[config.mk]
export PLATFORM = sky130hd
export DESIGN_NAME = sat_counter
export DESIGN_NICKNAME = d
export VERILOG_FILES = /design/src/rtl/nand_response_checker_sat_counter.sv
export SDC_FILE = /design/constraint.sdc
export NUM_CORES = 1
export LEC_CHECK = 0
export ABC_AREA = 1
export ABC_CLOCK_PERIOD_IN_PS = 1900
export CAP_MARGIN = 40
export CORE_UTILIZATION = 35
export CTS_BUF_LIST = sky130_fd_sc_hd__clkbuf_8
export DETAILED_ROUTE_END_ITERATION = 8
export GPL_ROUTABILITY_DRIVEN = 0
export PLACE_DENSITY = 0.64
export SYNTH_ARGS = -nofsm -noshare
export SYNTH_HDL_FRONTEND = slang
export SYNTH_SLANG_ARGS = --single-unit
[constraint.sdc]
create_clock -name clk -period 1.9 [get_ports clk]
set_clock_uncertainty 0.15 [all_clocks]
set_input_delay 0.38 -clock clk [delete_from_list [all_inputs] [get_ports clk]]
set_output_delay 0.38 -clock clk [all_outputs]
set_load 0.01 [all_outputs]
[src/rtl/nand_response_checker_sat_counter.sv]
// sat_counter: clearable up-counter that sticks at its all-ones maximum
module sat_counter #(
  parameter int W = 8
) (
  input  logic         clk,
  input  logic         rst_n,
  input  logic         clr,
  input  logic         inc,
  output logic [W-1:0] q
);
  logic [W-1:0] q_q, q_d;
  always_comb q_d = clr ? '0 : (inc && q_q != {W{1'b1}}) ? q_q + 1'b1 : q_q;
  always_ff @(posedge clk or negedge rst_n)
    if (!rst_n) q_q <= '0;
    else q_q <= q_d;
  assign q = q_q;
endmodule

==> results summary, run 1 <==
The flow ran to the end, and the final reports show no timing, DRC or antenna violations. Clock-pin slew was measured on the worst setup and hold paths at 0.04 ns. The clock root buffer is clkbuf_8.

The count of nets left with antenna violations after detail routing came out at 0. The largest delay contributor family on the critical path is buffers and inverters. The wire-length estimate of the detail-placed layout is 761 um. The number of primary I/O pins came out at 12. The core region area is 0.00130 mm^2. The floorplan die width came out at 39.6 um. The clock period minus worst slack is 1.75 ns. Clock tree synthesis inserted a total of 3 buffers.

Of the available clock period, the critical path in the final layout requires 91.9%. Measured against its own limit, the worst slew margin works out to 75.6%. The xor-xnor portion of the synthesized cell area is 0%. The reported net switching power came out at between 0.00009 and 0.0001 W. The combinational share of power came out at between 10% and 20%. The sequential-to-total area share from yosys stat came out at 40.4%. The required time at the endpoint of the critical path is 1.37 ns. The synthesized design contains 8 register bits. The number of I/O port buffers is 11. The total global-route track usage is 18.0%. The remaining routing DRC violations is 0.

The fraction of power consumed by the clock network is 46.6%. The mapped netlist covers a little under 500 um^2. Dividing the detail-routed via count by the number of cells gives 4.89. The gate count of the mapped netlist came out at 66. Buffers added to address setup during post-CTS repair amount to 0. The signal arrival time at the worst endpoint is approximately 1.2 ns. The post-CTS resize count is 0. The min-delay analysis places its worst path in the category in2async.

The area growth from synthesis to final layout came out at 34.3%. Summed over all cells, the static leakage comes to around 0.3 nW. CTS saw 8 sinks.

The routed wire length per instance came out at 10.7 um. The power per standard cell area is 654 mW/mm^2. The count of routing violations after the opening detailed-route iteration is 8. After floorplanning, the core was divided into 13 placement rows.

The number of antenna repair diodes is 0. The count of final setup violators is 0. The net count of the finished layout came out at 87. Multiplexer cells account for 0% of the synthesized area. For this configuration, the core starts out at a cell density of 38.1%. Walking the worst path, the cells encountered are clkdlybuf4s50_1. The count of yosys warnings during synthesis came out at 0. STA classifies the critical path startpoint as a flop. At the pin with the least slew margin, the transition time is around 0.36 ns. The number of distinct standard cells referenced by the synthesized netlist came out at 19.

When the netlist entered floorplanning its net count stood at ~70. The switching share of power is a little under a quarter. In this run, post-CTS hold repair placed 0 buffers.

The global route total overflow came out at 0. The register with the most flip-flops in the layout has 8 of them. The worst setup path is of the reg2out kind. Entering global routing, the biggest net connects 11 pins.

The number of slew-limit violations in the final report is 0. The routed wire length is roughly 1000 um. The maximum vdd ir drop came out at 0.592 mV.

The buffering stage count on the worst path with inverters included is 1. The sequential group share of total power came out at 42.3%. The worst stage delay on the critical path came out at 0.57 ns. After synthesis, the largest family of logic cells by area is simple AND/OR/NAND/NOR gates.

Max-cap violations in this run came to 0. Among all stages on the critical path, the largest delay is contributed by clkdlybuf4s50_1. The average footprint of a synthesized cell came out at between 7 and 8 um^2. The CTS H-tree depth came out at 1.

The number of cells on the worst reg-to-reg path is 8. The via count of the first global-routing pass is 397. The latest clock arrival within the worst-skew pair is 0.23 ns.

The share of post-route cells with drive strength above 1 came out at 16.3%. The number of iterations in the first detailed-routing pass came out at 4. TritonCTS built the clock tree.

The final count of hold timing violations came out at 0. For flop-to-flop paths, the worst setup slack is approximately 0.43 ns. The number of antenna violations at the first check in global routing came out at 0. In this run the critical register-to-register path is captured at q[0]. The area fraction in compound gates after synthesis is 6.31%. The via total after detailed routing is ~470. The die covers 0.00157 mm^2.

The floorplan step set the die height to 39.6 um. The total power came out at about 0.00044 W. Setup repair after global routing left no endpoint under its margin. The highest fanout seen on the critical path came out at 5.

In this run the critical register-to-register path is launched from q[0]. The synthesized netlist devotes between 2 and 3% of its cell area to adder and majority cells. The longest clock path from root to sink contains 2 buffers. The design internal power is 0.000337 W. The maximum achievable frequency is ~570 MHz.

The endpoint class of the critical path is a primary output. The simple-gate portion of the synthesized area is between 40% and 50%. The final-layout setup total negative slack is 0 ns. The wire length of the first global-routing pass came out at 1780 um.
final cells by class:
class,count,area (um^2)
Fill cell,132,636
Timing Repair Buffer,11,110
Inverter,10,37.5
Sequential cell,8,200
Multi-Input combinational cell,48,258
Tap cell,15,18.8
Clock buffer,3,41.3
metrics by stage:
step | hold WS (ns) | setup slack, ns | area, um^2 | cells | util (%)
finish | 0.282 | 0.154 | 666 | 95 | 51.2
global route | 0.316 | 0.0956 | 666 | 95 | 51.2
CTS | 0.302 | 0.140 | 666 | 95 | 51.2
detailed placement | 0.411 | 0.156 | 624 | 92 | 48.0
global placement | 0.412 | 0.149 | 624 | 92 | 48.0
floorplan | -0.0656 | 0.523 | 495 | 66 | -
power groups by stage:
stage / combinational [W] / sequential [W] / clock [W]
3_3_place_gp: 0.0000488 / 0.000186 / 0
4_1_cts: 0.0000491 / 0.000184 / 0.000210
3_5_place_dp: 0.0000488 / 0.000186 / 0
2_1_floorplan: 0.0000197 / 0.000188 / 0
6_report: 0.0000484 / 0.000184 / 0.000203
5_1_grt: 0.0000536 / 0.000185 / 0.000213
Yosys cell counts, drive strengths merged:
master	n	area (um^2)
a21oi	1	5.00
clkinv	1	3.75
dfrtp	8	200
ha	1	12.5
inv	9	33.8
nand2	22	100
nand3	8	45.0
nand4	2	12.5
nor2	9	51.3
nor3	1	5.00
o21ai	3	18.8
o21bai	1	7.51
cells in the final DEF (no fill, tap or decap):
cell	n
nor2_4	2
clkbuf_8	3
o21ai_1	1
nand3_1	7
nand2_2	4
o21bai_1	1
nand2_1	17
o21ai_0	1
a21oi_1	1
nand3_2	1
ha_1	1
o21ai_2	1
nor2_2	1
clkinv_1	1
nand4_1	2
dfrtp_1	8
inv_1	9
clkdlybuf4s50_1	11
nor3_1	1
nor2_1	6
nand2_4	1
cell families (layout without fill, tap and decap cells):
| kind of cell | after synthesis | after routing |
|---|---|---|
| AOI/OAI and AO/OA | 5 | 5 |
| adders and majority gates | 1 | 1 |
| DFF | 8 | 8 |
| and+or+nand+nor | 42 | 42 |
| buffers and inverters | 10 | 24 |
worst max path at each step:
stage	start	endpoint	slack, ns	depth (start not counted)
after floorplan	q[0]	q[6]	0.52	8
final	q[0]	q[0]	0.15	1
after global placement	inc	q[7]	0.15	6
after detailed placement	inc	q[7]	0.16	6
after global routing	q[0]	q[0]	0.1	1
after CTS	q[0]	q[0]	0.14	1
per-layer routing:
| metal | up-vias | global-route usage [%] | part of all wire (%) |
|---|---|---|---|
| met5 | - | 0 | 0 |
| li1 | 236 | - | - |
| met2 | 16 | 24.2 | 42 |
| met1 | 211 | 23.9 | 50 |
| met3 | 2 | 5.11 | 5.9 |
| met4 | 0 | 12.9 | 2.5 |
(Power assumes the default switching activity.)
==> run 2, diff against run 1 <==
Settings changed: ABC_AREA 1 to not set, CORE_AREA set to 2 2 39 41, CORE_UTILIZATION 35 to not set, DIE_AREA set to 0 0 41 43, PLACE_DENSITY 0.64 to 0.62, SLEW_MARGIN set to 20.
==> run 2 against run 1 <==
Effect of this change:
- count of clock-buffer cells in the layout stayed put
- largest power group unchanged
- cell count is 21% lower
- register-to-register slack worse by 0.29 ns
- die area is 12% higher
- flip-flop and latch count stayed put
- critical path type unchanged
==> results summary, run 2 <==
The flow ran to the end, and the final reports show no timing, DRC or antenna violations. The required time at the endpoint of the critical path is 1.37 ns (about the same). Compared with the post-synthesis result, the final layout area differs by 45.9%. The number of placement rows is 14 (+1). The number of antenna violations at the first check in global routing is 0 (unchanged). The post-synthesis register bit count came to 8 (unchanged).

The floorplan die width came out at 41 um (+3.5%). The post-CTS setup buffer count came out at 0 (unchanged). The top cell types in the final layout, fill and taps aside, are clkdlybuf4s50_1 (11), dfrtp_1 (8), a21oi_1 (4), buf_4 (4), clkbuf_8 (3). The total standard cell area after synthesis came out at 430 um^2 (-13%).

The number of slew-limit violations in the final report came out at 0 (unchanged). The number of I/O port buffers came out at 11 (unchanged). The number of buffers created by CTS is 3 (unchanged). The via total after detailed routing is 409 (-12%). The count of flip-flops with a built-in enable after synthesis is 0 (unchanged).

The number of primary I/O pins came out at 12 (unchanged). The CTS H-tree depth came out at 1 (unchanged). The max-cap violation count came to 0 (unchanged). The clock period minus worst slack came to 1.80 ns (+0.0513 ns).

The highest fanout seen on the critical path is 9 (+4). The area of all placed cells without fillers came out at 628 um^2 (-5.6%). The register clock-pin slew on the reported worst setup and hold paths came out at 0.04 ns (about the same). The total global-route track usage was 15.3% (-2.7 points). The post-detailed-route via-to-cell ratio is 5.45 (+11%). The maximum vdd ir drop came out at 0.402 mV (-32%). STA classifies the critical path startpoint as a flop.

The share of synthesized cell area in full adder, half adder and majority cells is 2.91% (+0.38 points). The worst stage delay on the critical path came out at 0.58 ns (about the same). The start-to-end type of the worst setup path is reg2out. TritonCTS built the clock tree.

The portion of netlist area occupied by mux cells was 4.94% (+4.9 points). The number of fill cells in the layout came out at 151 (+14%). The gate count of the mapped netlist came out at 42 (-36%). After synthesis, the largest family of logic cells by area is simple AND/OR/NAND/NOR gates. Ranked by total cell area, the synthesized netlist is headed by dfrtp_1 (47%), a21oi_1 (4.7%), a21boi_0 (3.5%), a31oi_1 (2.9%), and3_1 (2.9%). The post-CTS resize count is 0 (unchanged). The number of antenna repair diodes is 0 (unchanged). The share of flip-flops with an asynchronous set or reset came to 100% (unchanged).

The average footprint of a synthesized cell is 10.2 um^2 (+37%). The post-detailed-placement cell area is 587 um^2 (-6.0%). The remaining routing DRC violations came out at 0 (unchanged).

The highest layer touched by signal routing is met4. The maximum number of pins on one net before global-route repair came out at 11 (unchanged). The reg2reg setup slack is 0.14 ns (-0.29 ns). The global route total overflow came to 0 (unchanged).

The routed wire length on met3 came out at 70 um (+17%). The met1 layer wirelength in the final routing is 501 um (-0.99%). The chip height is 43 um (+8.5%). The total die area is 0.00176 mm^2 (+12%). The count of yosys warnings during synthesis came out at 0 (unchanged). Traced cell by cell, the critical path runs through clkdlybuf4s50_1. The xor-xnor portion of the synthesized cell area is 0% (unchanged). The pin slew with the least headroom to its limit came out at 0.385 ns (+0.0202 ns). The share of post-route cells with drive strength above 1 is 16.9% (+0.70 points). The number of iterations in the first detailed-routing pass was 3 (-1).

The via count of the first global-routing pass was 369 (-7.1%). The worst max-slew margin expressed relative to the limit came to 74.2% (-1.3 points). The core region area came to 0.00138 mm^2 (+6.3%). The static power due to leakage came out at 0.264 nW (-13%). The placed wire-length estimate after detailed placement is 711 um (-6.6%). For this design, the slowest cell found on the critical path is clkdlybuf4s50_1. The routed wire length is 1040 um (+2.8%). The net count after synthesis is 47 (-34%). The buffer levels on the longest clock path came to 2 (unchanged). The routed wire length per instance is 13.9 um (+30%). The cell type with the highest aggregate area in the netlist is dfrtp_1. The quantity of hold-fixing buffers added after cts came out at 0 (unchanged).

The count of final setup violators came out at 0 (unchanged). STA classifies the critical path endpoint as a primary output. The final count of hold timing violations is 0 (unchanged). Broken down by cell family, the worst path's largest delay share belongs to buffers and inverters.

The flip-flop count of the largest register, all copies and words added came to 8 (unchanged). The latest clock arrival within the worst-skew pair came to 0.23 ns (about the same). The worst hold slack across all endpoints came to 0.290 ns (+0.00750 ns). Clock tree synthesis selected as its root buffer the cell clkbuf_8.

The final critical-path share of the clock period is 94.6% (+2.7 points). The maximum achievable frequency came out at 556 MHz (-2.9%). The area fraction in compound gates after synthesis is 18.3% (+12 points). The sequential-to-total area share from yosys stat came to 46.5% (+6.1 points). In the post-synthesis netlist, the cell with the most instances is dfrtp_1. The number of distinct standard cells referenced by the synthesized netlist is 25 (+6). The effective utilization at floorplan is 31.1% (-7.0 points).

The tightest min-delay check is of the in2async type. The total length of routed met2 wires is 464 um (+9.7%). The proportion of netlist area held by the largest area contributor is 46.5% (+6.1 points).

The wire length of the first global-routing pass was 1780 um (unchanged). Setup repair after global routing left no endpoint under its margin. The simple-gate portion of the synthesized area came out at 25.6% (-18 points).

The buffering stage count on the worst path with inverters included is 1 (unchanged). The power per standard cell area came out at 686 mW/mm^2 (+4.9%). The final-layout setup total negative slack is 0 ns (unchanged). The count of nets left with antenna violations after detail routing was 0 (unchanged). By count the netlist is led by dfrtp_1 (8), a21oi_1 (4). The library cell used most frequently in the layout, excluding fill and tap cells, is clkdlybuf4s50_1. The count of routing violations after the opening detailed-route iteration is 9 (+1). The net count of the finished layout came out at 66 (-24%).

The number of sinks handled by clock tree synthesis came out at 8 (unchanged). For this run, the leading register cell type out of synthesis is dfrtp_1. The signal arrival time at the worst endpoint came to 1.27 ns (+0.05 ns).
[run 2: cell type report]
type | instances | area [um^2] | share of cell area [%]
multi-input combinational | 32 | 223 | 35.5
sequential | 8 | 200 | 31.9
tap | 16 | 20.0 | 3.19
clock buffer | 3 | 41.3 | 6.57
timing repair buffer | 15 | 140 | 22.3
inverter | 1 | 3.75 | 0.598
[run 2: cell families (layout without fill, tap and decap cells)]
group / Yosys count / in the layout
fa+ha+maj: 1 / 1
simple gates: 17 / 17
mux: 2 / 2
compound gates: 12 / 12
flops: 8 / 8
buf+inv: 2 / 19
[run 2: per-stage QoR]
stage / worst slack, ns / power [W] / instances / utilization, %
final: 0.103 / 0.000431 / 75 / 45.4
after global routing: 0.0448 / 0.000456 / 75 / 45.4
after CTS: 0.0989 / 0.000437 / 75 / 45.4
after detailed placement: 0.0529 / 0.000226 / 72 / 42.4
after global placement: 0.0728 / 0.000226 / 72 / 42.4
after floorplan: 0.144 / 0.000198 / 42 / -
[run 2: per-layer routing]
metal | vias to the layer above | GRT usage (%)
met1 | 193 | 22.4
met4 | 0 | 4.00
li1 | 200 | -
met3 | 3 | 9.42
met5 | - | 0
met2 | 13 | 18.4
[run 2: final timing paths]
check                       end  cells after the start  startpoint
min                        q[7]                      1       rst_n
max                        q[3]                      1        q[3]
min in group clk           q[7]                      2        q[7]
min reg2reg                q[7]                      2        q[7]
max reg2reg                q[0]                      4        q[1]
max in group asynchronous  q[3]                      1       rst_n
[run 2: where the power goes]
group / total, W / internal [W] / switching [W]
Combinational: 0.0000441 / 0.0000250 / 0.0000191
Sequential: 0.000179 / 0.000175 / 0.00000384
Clock: 0.000208 / 0.000138 / 0.0000700
==> run 3, diff against run 2 <==
Settings changed: SLEW_MARGIN 20 to 25.
==> results of run 3 <==
Same layout as run 2: the final DEF is identical, and so are final timing and power.
